File: config.mk
export PLATFORM = sky130hd
export DESIGN_NAME = fft_ctrl
export DESIGN_NICKNAME = d
export VERILOG_FILES = /design/src/rtl/fft_ctrl.sv
export SDC_FILE = /design/constraint.sdc
export NUM_CORES = 1
export LEC_CHECK = 0
export BUFFER_PORTS_ARGS = -buffer_cell sky130_fd_sc_hd__buf_2
export CAP_MARGIN = 20
export CORE_AREA = 2 2 156 158
export DETAILED_ROUTE_END_ITERATION = 8
export DIE_AREA = 0 0 158 160
export GPL_TIMING_DRIVEN = 0
export PLACE_DENSITY_LB_ADDON = 0.3
export SYNTH_ARGS = -nofsm -noshare
export SYNTH_HDL_FRONTEND = slang
export SYNTH_SLANG_ARGS = --single-unit
export TNS_END_PERCENT = 100
File: constraint.sdc
create_clock -name clk -period 2.8 [get_ports clk]
set_input_delay 0.84 -clock clk [delete_from_list [all_inputs] [get_ports clk]]
set_output_delay 0.84 -clock clk [all_outputs]
set_load 0.02 [all_outputs]
File: src/rtl/fft_ctrl.sv
// fft_ctrl: sequences load, column pass, row pass and transposed dump for the 64-point base-8 FFT memory.
module fft_ctrl #(
    parameter int DATA_WD = 10
) (
    input  logic                 clk,
    input  logic                 rst,
    input  logic                 start_i,
    output logic                 busy_o,
    output logic                 done_o,
    input  logic                 in_vld_i,
    input  logic [DATA_WD-1:0]   in_dat_i,
    output logic                 out_vld_o,
    output logic [DATA_WD-1:0]   out_dat_o,
    output logic                 dim_sel_o,
    output logic [2:0]           rd_addr_1x8_o,
    output logic                 rd_vld_1x8_o,
    input  logic                 rd_vld_1x8_i,
    input  logic [8*DATA_WD-1:0] rd_dat_1x8_i,
    output logic [2:0]           wr_addr_1x8_o,
    output logic                 wr_vld_1x8_o,
    output logic [8*DATA_WD-1:0] wr_dat_1x8_o,
    output logic [5:0]           rd_addr_1x1_o,
    output logic                 rd_vld_1x1_o,
    input  logic                 rd_vld_1x1_i,
    input  logic [DATA_WD-1:0]   rd_dat_1x1_i,
    output logic [5:0]           wr_addr_1x1_o,
    output logic                 wr_vld_1x1_o,
    output logic [DATA_WD-1:0]   wr_dat_1x1_o,
    output logic                 core_vld_o,
    output logic [8*DATA_WD-1:0] core_dat_o,
    output logic [2:0]           core_idx_o,
    output logic                 core_pass_o,
    input  logic                 core_vld_i,
    input  logic [8*DATA_WD-1:0] core_dat_i
);
    typedef enum logic [2:0] {IDLE, LOAD, COL, ROW, DUMP} state_t;
    state_t state_q, state_d;
    logic [6:0] cnt_q, cnt_d, ret_q, ret_d;
    logic [3:0] res_q, res_d;
    logic pend_q, pend_d;
    logic core_vld_q, core_vld_d, core_pass_q, core_pass_d;
    logic [2:0] core_idx_q, core_idx_d, wr_addr_q, wr_addr_d;
    logic [8*DATA_WD-1:0] core_dat_q, core_dat_d, wr_dat_q, wr_dat_d;
    logic wr_vld_q, wr_vld_d, out_vld_q, out_vld_d;
    logic [DATA_WD-1:0] out_dat_q, out_dat_d;
    logic pass, ret8, ret1, acc_core, last_wr;
    // cnt counts load writes, vector reads or dump reads; ret counts accepted read returns
    always_comb begin
        pass         = state_q == COL || state_q == ROW;
        rd_vld_1x8_o = pass && !cnt_q[3];
        rd_vld_1x1_o = state_q == DUMP && !cnt_q[6];
        wr_vld_1x1_o = state_q == LOAD && in_vld_i;
        ret8         = pass && pend_q && rd_vld_1x8_i;
        ret1         = state_q == DUMP && pend_q && rd_vld_1x1_i;
        acc_core     = pass && core_vld_i && !res_q[3];
        last_wr      = pass && wr_vld_q && wr_addr_q == 3'd7;
        done_o       = state_q == DUMP && out_vld_q && ret_q == 7'd64;
        pend_d       = rd_vld_1x8_o || rd_vld_1x1_o;
        core_vld_d   = ret8;
        core_dat_d   = ret8 ? rd_dat_1x8_i : '0;
        core_idx_d   = ret8 ? ret_q[2:0] : '0;
        core_pass_d  = ret8 && state_q == ROW;
        wr_vld_d     = acc_core;
        wr_addr_d    = acc_core ? res_q[2:0] : '0;
        wr_dat_d     = acc_core ? core_dat_i : '0;
        out_vld_d    = ret1;
        out_dat_d    = ret1 ? rd_dat_1x1_i : '0;
        state_d      = state_q;
        cnt_d        = cnt_q;
        ret_d        = ret_q;
        res_d        = res_q;
        case (state_q)
            IDLE: if (start_i) begin
                state_d = LOAD;
                cnt_d   = '0;
                ret_d   = '0;
                res_d   = '0;
            end
            LOAD: begin
                cnt_d = cnt_q + 7'(in_vld_i);
                if (in_vld_i && cnt_q == 7'd63) begin
                    state_d = COL;
                    cnt_d   = '0;
                end
            end
            COL, ROW: begin
                cnt_d = cnt_q + 7'(rd_vld_1x8_o);
                ret_d = ret_q + 7'(ret8);
                res_d = res_q + 4'(acc_core);
                if (last_wr) begin
                    state_d = state_q == COL ? ROW : DUMP;
                    cnt_d   = '0;
                    ret_d   = '0;
                    res_d   = '0;
                end
            end
            DUMP: begin
                cnt_d = cnt_q + 7'(rd_vld_1x1_o);
                ret_d = ret_q + 7'(ret1);
                if (done_o) begin
                    state_d = IDLE;
                    cnt_d   = '0;
                    ret_d   = '0;
                end
            end
            default: state_d = IDLE;
        endcase
    end
    always_ff @(posedge clk) begin
        if (rst) begin
            state_q     <= IDLE;
            cnt_q       <= '0;
            ret_q       <= '0;
            res_q       <= '0;
            pend_q      <= 1'b0;
            core_vld_q  <= 1'b0;
            core_dat_q  <= '0;
            core_idx_q  <= '0;
            core_pass_q <= 1'b0;
            wr_vld_q    <= 1'b0;
            wr_addr_q   <= '0;
            wr_dat_q    <= '0;
            out_vld_q   <= 1'b0;
            out_dat_q   <= '0;
        end else begin
            state_q     <= state_d;
            cnt_q       <= cnt_d;
            ret_q       <= ret_d;
            res_q       <= res_d;
            pend_q      <= pend_d;
            core_vld_q  <= core_vld_d;
            core_dat_q  <= core_dat_d;
            core_idx_q  <= core_idx_d;
            core_pass_q <= core_pass_d;
            wr_vld_q    <= wr_vld_d;
            wr_addr_q   <= wr_addr_d;
            wr_dat_q    <= wr_dat_d;
            out_vld_q   <= out_vld_d;
            out_dat_q   <= out_dat_d;
        end
    end
    assign busy_o        = state_q != IDLE;
    assign dim_sel_o     = state_q == COL;
    assign rd_addr_1x8_o = cnt_q[2:0];
    assign rd_addr_1x1_o = rd_vld_1x1_o ? {cnt_q[2:0], cnt_q[5:3]} : '0;
    assign wr_addr_1x1_o = wr_vld_1x1_o ? cnt_q[5:0] : '0;
    assign wr_dat_1x1_o  = wr_vld_1x1_o ? in_dat_i : '0;
    assign core_vld_o    = core_vld_q;
    assign core_dat_o    = core_dat_q;
    assign core_idx_o    = core_idx_q;
    assign core_pass_o   = core_pass_q;
    assign wr_vld_1x8_o  = wr_vld_q;
    assign wr_addr_1x8_o = wr_addr_q;
    assign wr_dat_1x8_o  = wr_dat_q;
    assign out_vld_o     = out_vld_q;
    assign out_dat_o     = out_dat_q;
endmodule

# After elaboration in Yosys (flattened, before gate mapping)
# Cells that the tools add are included.
# word_totals
regBits	202
elab_cells	87
input_bits	187
output_inout_bits	211
# classes
reduce_logical	33
n_eq_ne	11
n_mux	20
n_addsub	6
n_bitwise	3
# ops
operator	n
$mux W7	6
$add A7 B1 Y7	5
$pmux W7 S4	1
$pmux W7 S3	1
$logic_and A1 B1 Y1	15
$mux W3	5
$mux W6	2
$pmux W3 S4	1
$mux W10	1
$mux W4	2
$pmux W4 S2	1
$reduce_or A2 Y1	4
$eq A7 B6 Y1 const B	1
$eq A7 B7 Y1 const B	1
$eq A3 B2 Y1 const B	2
$eq A3 B3 Y1 const B	2
$ne A2 B2 Y1 const B	3
$reduce_and A2 Y1	3
$reduce_bool A3 Y1	2
$add A4 B1 Y4	1
$reduce_and A4 Y1	1
$reduce_bool A4 Y1	1
$eq A3 B1 Y1 const B	1
$logic_not A1 Y1	3
other kinds (5)	8

# Logic depth before layout (Yosys ltp)
# Gate-level depths: netlist of run 1.
# depth
ltp_word	7
ltp_mapped	11
mapped_depth_nobuf	10

# Worst setup path after synthesis of run 1
# OpenSTA, ideal clock, no wires.
# synth_timing
path_kind	register to register
from	register state_q[1]
to	register cnt_q[4]
synth_period_minus_slack_ns	2.441
arrival_time_ns	2.309
t_required_ns	2.667
setup_ns	0.133
n_path_buf	1
stages_incl_launch_ff	11
path_slack_ns	0.359
path_cell_list	dfxtp_1 buf_6 nor2_1 nand2_1 nor2_1 ha_1 ha_1 nand3_1 xnor2_1 a22oi_1 a31oi_1
# synth_between
word_cells_on_any_way	21
classes_between	2 x add/sub; 5 x eq/ne; 3 x mux; 11 x reduce/logical
# synth_lines
item	line_no	text
start, declared	37	state_t state_q, state_d;
start signal, assigned	126	state_q <= state_d;
$eq A3 B3 Y1	51	rd_vld_1x1_o = state_q == DUMP && !cnt_q[6];
$logic_and A1 B1 Y1	51	
named net rd_vld_1x1_o	23	output logic rd_vld_1x1_o,
$add A7 B1 Y7	98	cnt_d = cnt_q + 7'(rd_vld_1x1_o);
$mux W7	100	if (done_o) begin
$pmux W7 S4	72	case (state_q)
end signal, assigned	127	cnt_q <= cnt_d;
end, declared	38	logic [6:0] cnt_q, cnt_d, ret_q, ret_d;
# The timed path passes the listed nets, and every way through them passes these cells.
# A chain may end at the register's enable or synchronous reset.

# Final worst setup path of run 1
# layout_timing
from	register state_q[1]
to	output rd_addr_1x1_o[3]
# layout_between
elab_chain_len	3
# layout_rtl
item	line_no	text
$eq A3 B3 Y1	51	
$logic_and A1 B1 Y1	51	
$mux W6	145	assign rd_addr_1x1_o = rd_vld_1x1_o ? {cnt_q[2:0], cnt_q[5:3]} : '0;
end, declared	22	output logic [5:0] rd_addr_1x1_o,
# No other way between the ends.

==> impl_metrics.csv, run 1 <==
group,metric,value,unit
outcome,status,"completed",
yosys,synth_area_leaders,"dfxtp_1 (61%), and2_1 (17%), ha_1 (2.3%)",
worst_setup_path,cp_data_required_time,1.96,ns
sta,slew_headroom,0.567,
yosys,yosysUniqueCellTypes,46,
cts,postCtsHoldBufs,0,
yosys,syn_area,6650,um2
cts,clkTransAtPathRegs,0.06,ns
worst_setup_path,cp.arrival,1.85,ns
worst_setup_path,cp-end-kind,"output pin",
layout,nets,1237,
hold_path,hold_path.class,"reg2reg",
power_and_ir_drop,cellPowerDensity,732,nW/um2
cts,cts_sinks,202,
sta,worst_slew_pin_slew,0.649,ns
cts,cts_buffers,23,
detailed_routing,drc,0,
layout,area_growth,48.7,%
global_routing,met3_usage,0.0372,
cts,clock_latency,0.50,ns
yosys,synth_edf_count,0,
yosys,synth-seq-cells,202,
sta,setup_viol,0,
sta,report.final.slew_viol_count,0,
cts,cts_tree,"built",
die,fp.coreArea,23800,um2
detailed_routing,drt-initial-drc-count,333,
yosys,synth_nets,814,
global_routing,grtUsageMet2,0.284,
die,initial_core_util,0.279,
power_and_ir_drop,leakage,0.00515,uW
global_routing,grt_pass1_wl,30300,um
yosys,netlist_instances,615,
cts,cts-root-buf,"clkbuf_16",
sta,post-route-min-period,2.69,ns
layout,drive_gt1_frac,0.450,
sta,finalHoldViolCount,0,
die,die_w,158,um
layout,fillers,2372,
global_routing,grt_max_degree,20,
global_routing,antenna_found_initial,3,
worst_setup_path,crit_path_max_fanout,10,
sta,period_share,0.959,
global_routing,track_usage,0.153,
yosys,seq_area_frac_synth,0.608,
yosys,synthFlopType,"dfxtp_1",
yosys,avgSynthCellArea,10.8,um2
worst_setup_path,path_class,"reg2out",
die,die_y,160,um
worst_setup_path,rr_startpoint,"state_q[1]",
detailed_routing,routedWlPerCell,14.9,um
detailed_routing,drtPass1Iterations,5,
placed_design,place_hpwl,16000,um
detailed_routing,ant_nets,0,
worst_setup_path,worstSetupStartpoint,"state_q[1]",
power_and_ir_drop,ir_worst_vdd,0.328,mV
sta,clock_skew,0.0106,ns
sta,max_clock_freq,0.372,GHz
cts,h-tree-depth,1,
global_routing,grt_util_met1,0.172,
sta,rsz0062_at_grt,"no",
die,fp-row-count,57,
layout,final_cell_mix,"buf_2 (401), dfxtp_1 (202), and2_1 (182), nor2_1 (24), clkbuf_16 (23)",
global_routing,top_usage_layer,"met2",
layout,seq_area,4040,um2
yosys,synth_top_cell_by_area,"dfxtp_1",
global_routing,first_global_vias,5413,
flow_run,cap_violations,0,
layout,mostFrequentLayoutCell,"buf_2",
placed_design,routabilityCongestion,0.814,
yosys,yosysTopAreaCellShare,0.608,
placed_design,numPortBuffers,396,
detailed_routing,wl,20600,um
worst_setup_path,cp-start-kind,"flop",
die,ioPinCount,398,
layout,multiInputGateArea,2390,um2
sta,fin_setup_tns,0,ns
yosys,synth-async-reset-ratio,0,
detailed_routing,avgViaCountPerCell,4.10,
global_routing,grt-ovfl-total,0,
detailed_routing,vias,5662,
yosys,yosysWarnings,0,
die,dieArea,25300,um2
hold_path,min-delay-start,"res_q[3]",
layout,fin_area,9890,um2
placed_design,place_area,9040,um2
cts,cts_max_path_buffers,3,
final cells by class:
class	instances	share of cell area
Clock buffer	35	0.0688
Timing Repair Buffer	399	0.203
Multi-Input combinational cell	367	0.241
Clock inverter	7	0.0124
Inverter	4	0.00152
Antenna cell	1	0.000253
Sequential cell	202	0.409
Buffer	41	0.0230
Tap cell	324	0.0410
where the power goes:
group          switching [uW]  internal (uW)
logic                     655            429
registers                44.4           3000
clock network            1160           1960
total                    1860           5380
flip-flops by register name, summed over array words and instances (netlist names):
signal and cells:
core_idx_o 3, core_pass_o 1, out_dat_o 10, out_vld_o 1
res_q 4, state_q 3, core_dat_o 80, ret_q 7
wr_addr_1x8_o 3, wr_vld_1x8_o 1, pend_q 1, wr_dat_1x8_o 80
cnt_q 7, core_vld_o 1
synth_stat cells, types with 3 or more instances:
cell type and n:
o21ai_0 10, buf_4 7, nand3_1 15, and2_1 182, buf_2 5, inv_1 4
clkbuf_1 14, nand2_1 18, dfxtp_1 202, xor2_1 5, ha_1 12, xnor2_1 9
and3_1 21, a31oi_1 5, a22oi_1 6, buf_6 3, a21oi_1 15, clkbuf_2 13
a222oi_1 4, nor3_1 5, nor2_1 26
final timing paths:
path	end	slack, ns	cells after the start
max	rd_addr_1x1_o[3]	0.11	6
min	res_q[3]	0.48	2
max reg2reg	ret_q[6]	0.49	11
min reg2reg	res_q[3]	0.48	2
layer usage:
layer	share of wire	vias to the layer above
met1	0.38	2554
met5	0.0011	-
met3	0.087	33
met4	0.019	4
li1	-	2843
met2	0.52	228
kinds of logic after synthesis:
family,count (synthesis),synth area share
buf+inv,46,0.0367
xor+xnor,14,0.0184
compound gates,52,0.0534
flops,202,0.608
fa+ha+maj,12,0.0226
simple gates,288,0.259
mux,1,0.00169
per-stage QoR:
stage	hold WS [ns]	std cells	util	power, uW	setup slack [ns]
final	0.479	1380	0.415	7240	0.114
after global routing	0.508	1379	0.415	7580	0.0169
after CTS	0.488	1376	0.413	7340	-0.0561
after detailed placement	0.479	1335	0.380	4180	0.243
after global placement	0.472	1335	0.380	4170	0.251
after floorplan	0.452	615	-	3750	0.359
worst max-delay path, stage by stage (launching register included):
cell and delay, ns:
dfxtp_1 0.30, buf_6 0.14, nor2_2 0.14, nand2_2 0.13, nor2_4 0.19, ha_2 0.25
buf_2 0.18
timing repair:
item,4_1_cts,5_1_grt
pin swaps,0,1
setup buffers,0,3
setup endpoints to repair,17,22
resized for setup,3,5
(Power assumes the default switching activity.)
==> run 2, diff against run 1 <==
==> constraint.sdc (replaced) <==
create_clock -name clk -period 3.48 [get_ports clk]
set_input_delay 1.044 -clock clk [delete_from_list [all_inputs] [get_ports clk]]
set_output_delay 1.044 -clock clk [all_outputs]
set_load 0.02 [all_outputs]
==> run 2 against run 1 <==
Power shrank 20%. Global-route usage hardly changed. Register-to-register slack gained 0.50 ns. Via count about the same. Cell count shrank 0.14%. Die area unchanged. Flip-flop and latch count stayed put. Critical path depth unchanged. Worst setup slack improved by 0.061 ns. Sequential power down 19%. Critical path type unchanged.
==> impl_metrics.csv, run 2 (synthesis gave the netlist of run 1 again) <==
group,metric,value,unit
cts,cts_buffers,23,
power_and_ir_drop,leakage,0.00514,uW
global_routing,first_global_vias,5417,
placed_design,routabilityCongestion,0.814,
hold_path,min-delay-start,"res_q[3]",
layout,nets,1235,
power_and_ir_drop,clkPwrFrac,0.431,
worst_setup_path,cp.arrival,2.26,ns
power_and_ir_drop,p_sw,1490,uW
detailed_routing,ant_nets,0,
die,ioPinCount,398,
outcome,status,"completed",
sta,slew_headroom,0.590,
layout,fillers,2377,
sta,fin_ws,0.175,ns
cts,h-tree-depth,1,
detailed_routing,drt-initial-drc-count,321,
worst_setup_path,cp-start-kind,"flop",
cts,post_cts_buffers,0,
global_routing,grt_pass1_wl,30200,um
hold_path,min_path_cells,2,
cts,clock_latency,0.50,ns
hold_path,hold_path_end,"res_q[3]",
detailed_routing,vias,5659,
cts,cts_tree,"built",
cts,cts-root-buf,"clkbuf_16",
power_and_ir_drop,cellPowerDensity,591,nW/um2
power_and_ir_drop,pwr-share-comb,0.148,
sta,rsz0062_at_grt,"no",
sta,clock_skew,0.0112,ns
cts,cts_max_path_buffers,3,
placed_design,pre_cts_ws,0.581,ns
sta,report.final.slew_viol_count,0,
worst_setup_path,crit_top_cell,"nor2_1",
power_and_ir_drop,ir_worst_vdd,0.263,mV
power_and_ir_drop,p_int,4320,uW
die,fp-row-count,57,
power_and_ir_drop,power,5820,uW
placed_design,dpl.cell_count,1335,
hold_path,hold_path.class,"reg2reg",
sta,post-route-min-period,3.31,ns
global_routing,grt_max_degree,14,
sta,setup_viol,0,
cts,postCtsHoldBufs,0,
worst_setup_path,cp_data_required_time,2.44,ns
global_routing,antenna_found_initial,3,
layout,final_cell_mix,"buf_2 (401), dfxtp_1 (202), and2_1 (182), nor2_1 (26), clkbuf_16 (23)",
cts,cts_sinks,202,
worst_setup_path,crit_slowest_cell,"nor2_1",
sta,max_clock_freq,0.303,GHz
detailed_routing,wl,20500,um
worst_setup_path,rr_startpoint,"state_q[1]",
detailed_routing,avgViaCountPerCell,4.11,
worst_setup_path,path_cells,"buf_6 -> nor2_1 -> nand2_1 -> nor2_1 -> ha_1 -> buf_2",
worst_setup_path,r2r_cells,11,
worst_setup_path,rr_endpoint,"cnt_q[6]",
worst_setup_path,reg2reg_slack,0.99,ns
layout,drive_gt1_frac,0.444,
placed_design,numPortBuffers,396,
power_and_ir_drop,seqPwrFrac,0.420,
die,die_w,158,um
layout,layout.cells.non_filler,1378,
worst_setup_path,max_stage_delay,0.42,ns
die,initial_core_util,0.279,
sta,finalHoldViolCount,0,
die,die_y,160,um
die,dieArea,25300,um2
layout,area_growth,48.0,%
worst_setup_path,cp-end-kind,"output pin",
detailed_routing,drtPass1Iterations,5,
flow_run,cap_violations,0,
cts,clkTransAtPathRegs,0.06,ns
cts,cts_resized,0,
global_routing,grt-ovfl-total,0,
layout,mostFrequentLayoutCell,"buf_2",
global_routing,track_usage,0.153,
power_and_ir_drop,switching_share,0.257,
worst_setup_path,crit_path_max_fanout,10,
placed_design,place_hpwl,16000,um
sta,worst_slew_pin_slew,0.615,ns
worst_setup_path,path_class,"reg2out",
sta,fin_setup_tns,0,ns
die,fp.coreArea,23800,um2
detailed_routing,routedWlPerCell,14.9,um
sta,period_share,0.950,
sta,worst_hold_slack,0.479,ns
detailed_routing,drc,0,
[run 2: cell types whose count changed in the layout (fill, tap and decap cells not counted), sizes merged]
cell / previous run / this run
buf: 414 / 411
clkbuf: 61 / 62
[run 2: area by class of cell]
cell class	count	area [um2]	share of cell area
Tap cell	324	405	0.0412
Antenna cell	1	2.50	0.000254
Buffer	42	229	0.0233
Inverter	4	15.0	0.00152
Timing Repair Buffer	396	1980	0.201
Sequential cell	202	4040	0.411
Multi-Input combinational cell	367	2360	0.240
Clock buffer	35	681	0.0691
Clock inverter	7	123	0.0125
[run 2: worst max path at each step]
stage	start	to	slack [ns]
detailed placement	in_vld_i	wr_dat_1x1_o[0]	0.58
finish	state_q[1]	rd_addr_1x1_o[3]	0.17
CTS	state_q[1]	rd_addr_1x1_o[3]	0.16
global route	state_q[1]	rd_addr_1x1_o[3]	0.008
floorplan	state_q[1]	rd_addr_1x1_o[3]	0.85
global placement	in_vld_i	wr_dat_1x1_o[8]	0.64
[run 2: worst max-delay path, delay by kind of cell (launching register included)]
| kind | cells | cell delay [ns] |
|---|---|---|
| adders and majority gates | 1 | 0.35 |
| DFF | 1 | 0.30 |
| and+or+nand+nor | 3 | 0.76 |
| buffers and inverters | 2 | 0.34 |
[run 2: per-stage QoR]
step / utilization / cell area [um2]
CTS: 0.413 / 9840
floorplan: - / 6650
detailed placement: 0.380 / 9040
global placement: 0.380 / 9040
finish: 0.413 / 9850
global route: 0.413 / 9840
[run 2: routing by layer]
layer  vias to the layer above  global-route usage  share of wire
li1                       2838                   -              -
met3                        33              0.0372          0.083
met4                         4              0.0430          0.019
met5                         -                   0         0.0013
met1                      2562               0.172           0.38
met2                       222               0.284           0.52
[run 2: power by group through the flow]
stage | registers [uW] | clock network (uW) | logic [uW]
4_1_cts | 2450 | 2590 | 871
5_1_grt | 2460 | 2700 | 936
6_report | 2450 | 2510 | 861
2_1_floorplan | 2600 | 0 | 419
3_5_place_dp | 2500 | 0 | 868
3_3_place_gp | 2490 | 0 | 860
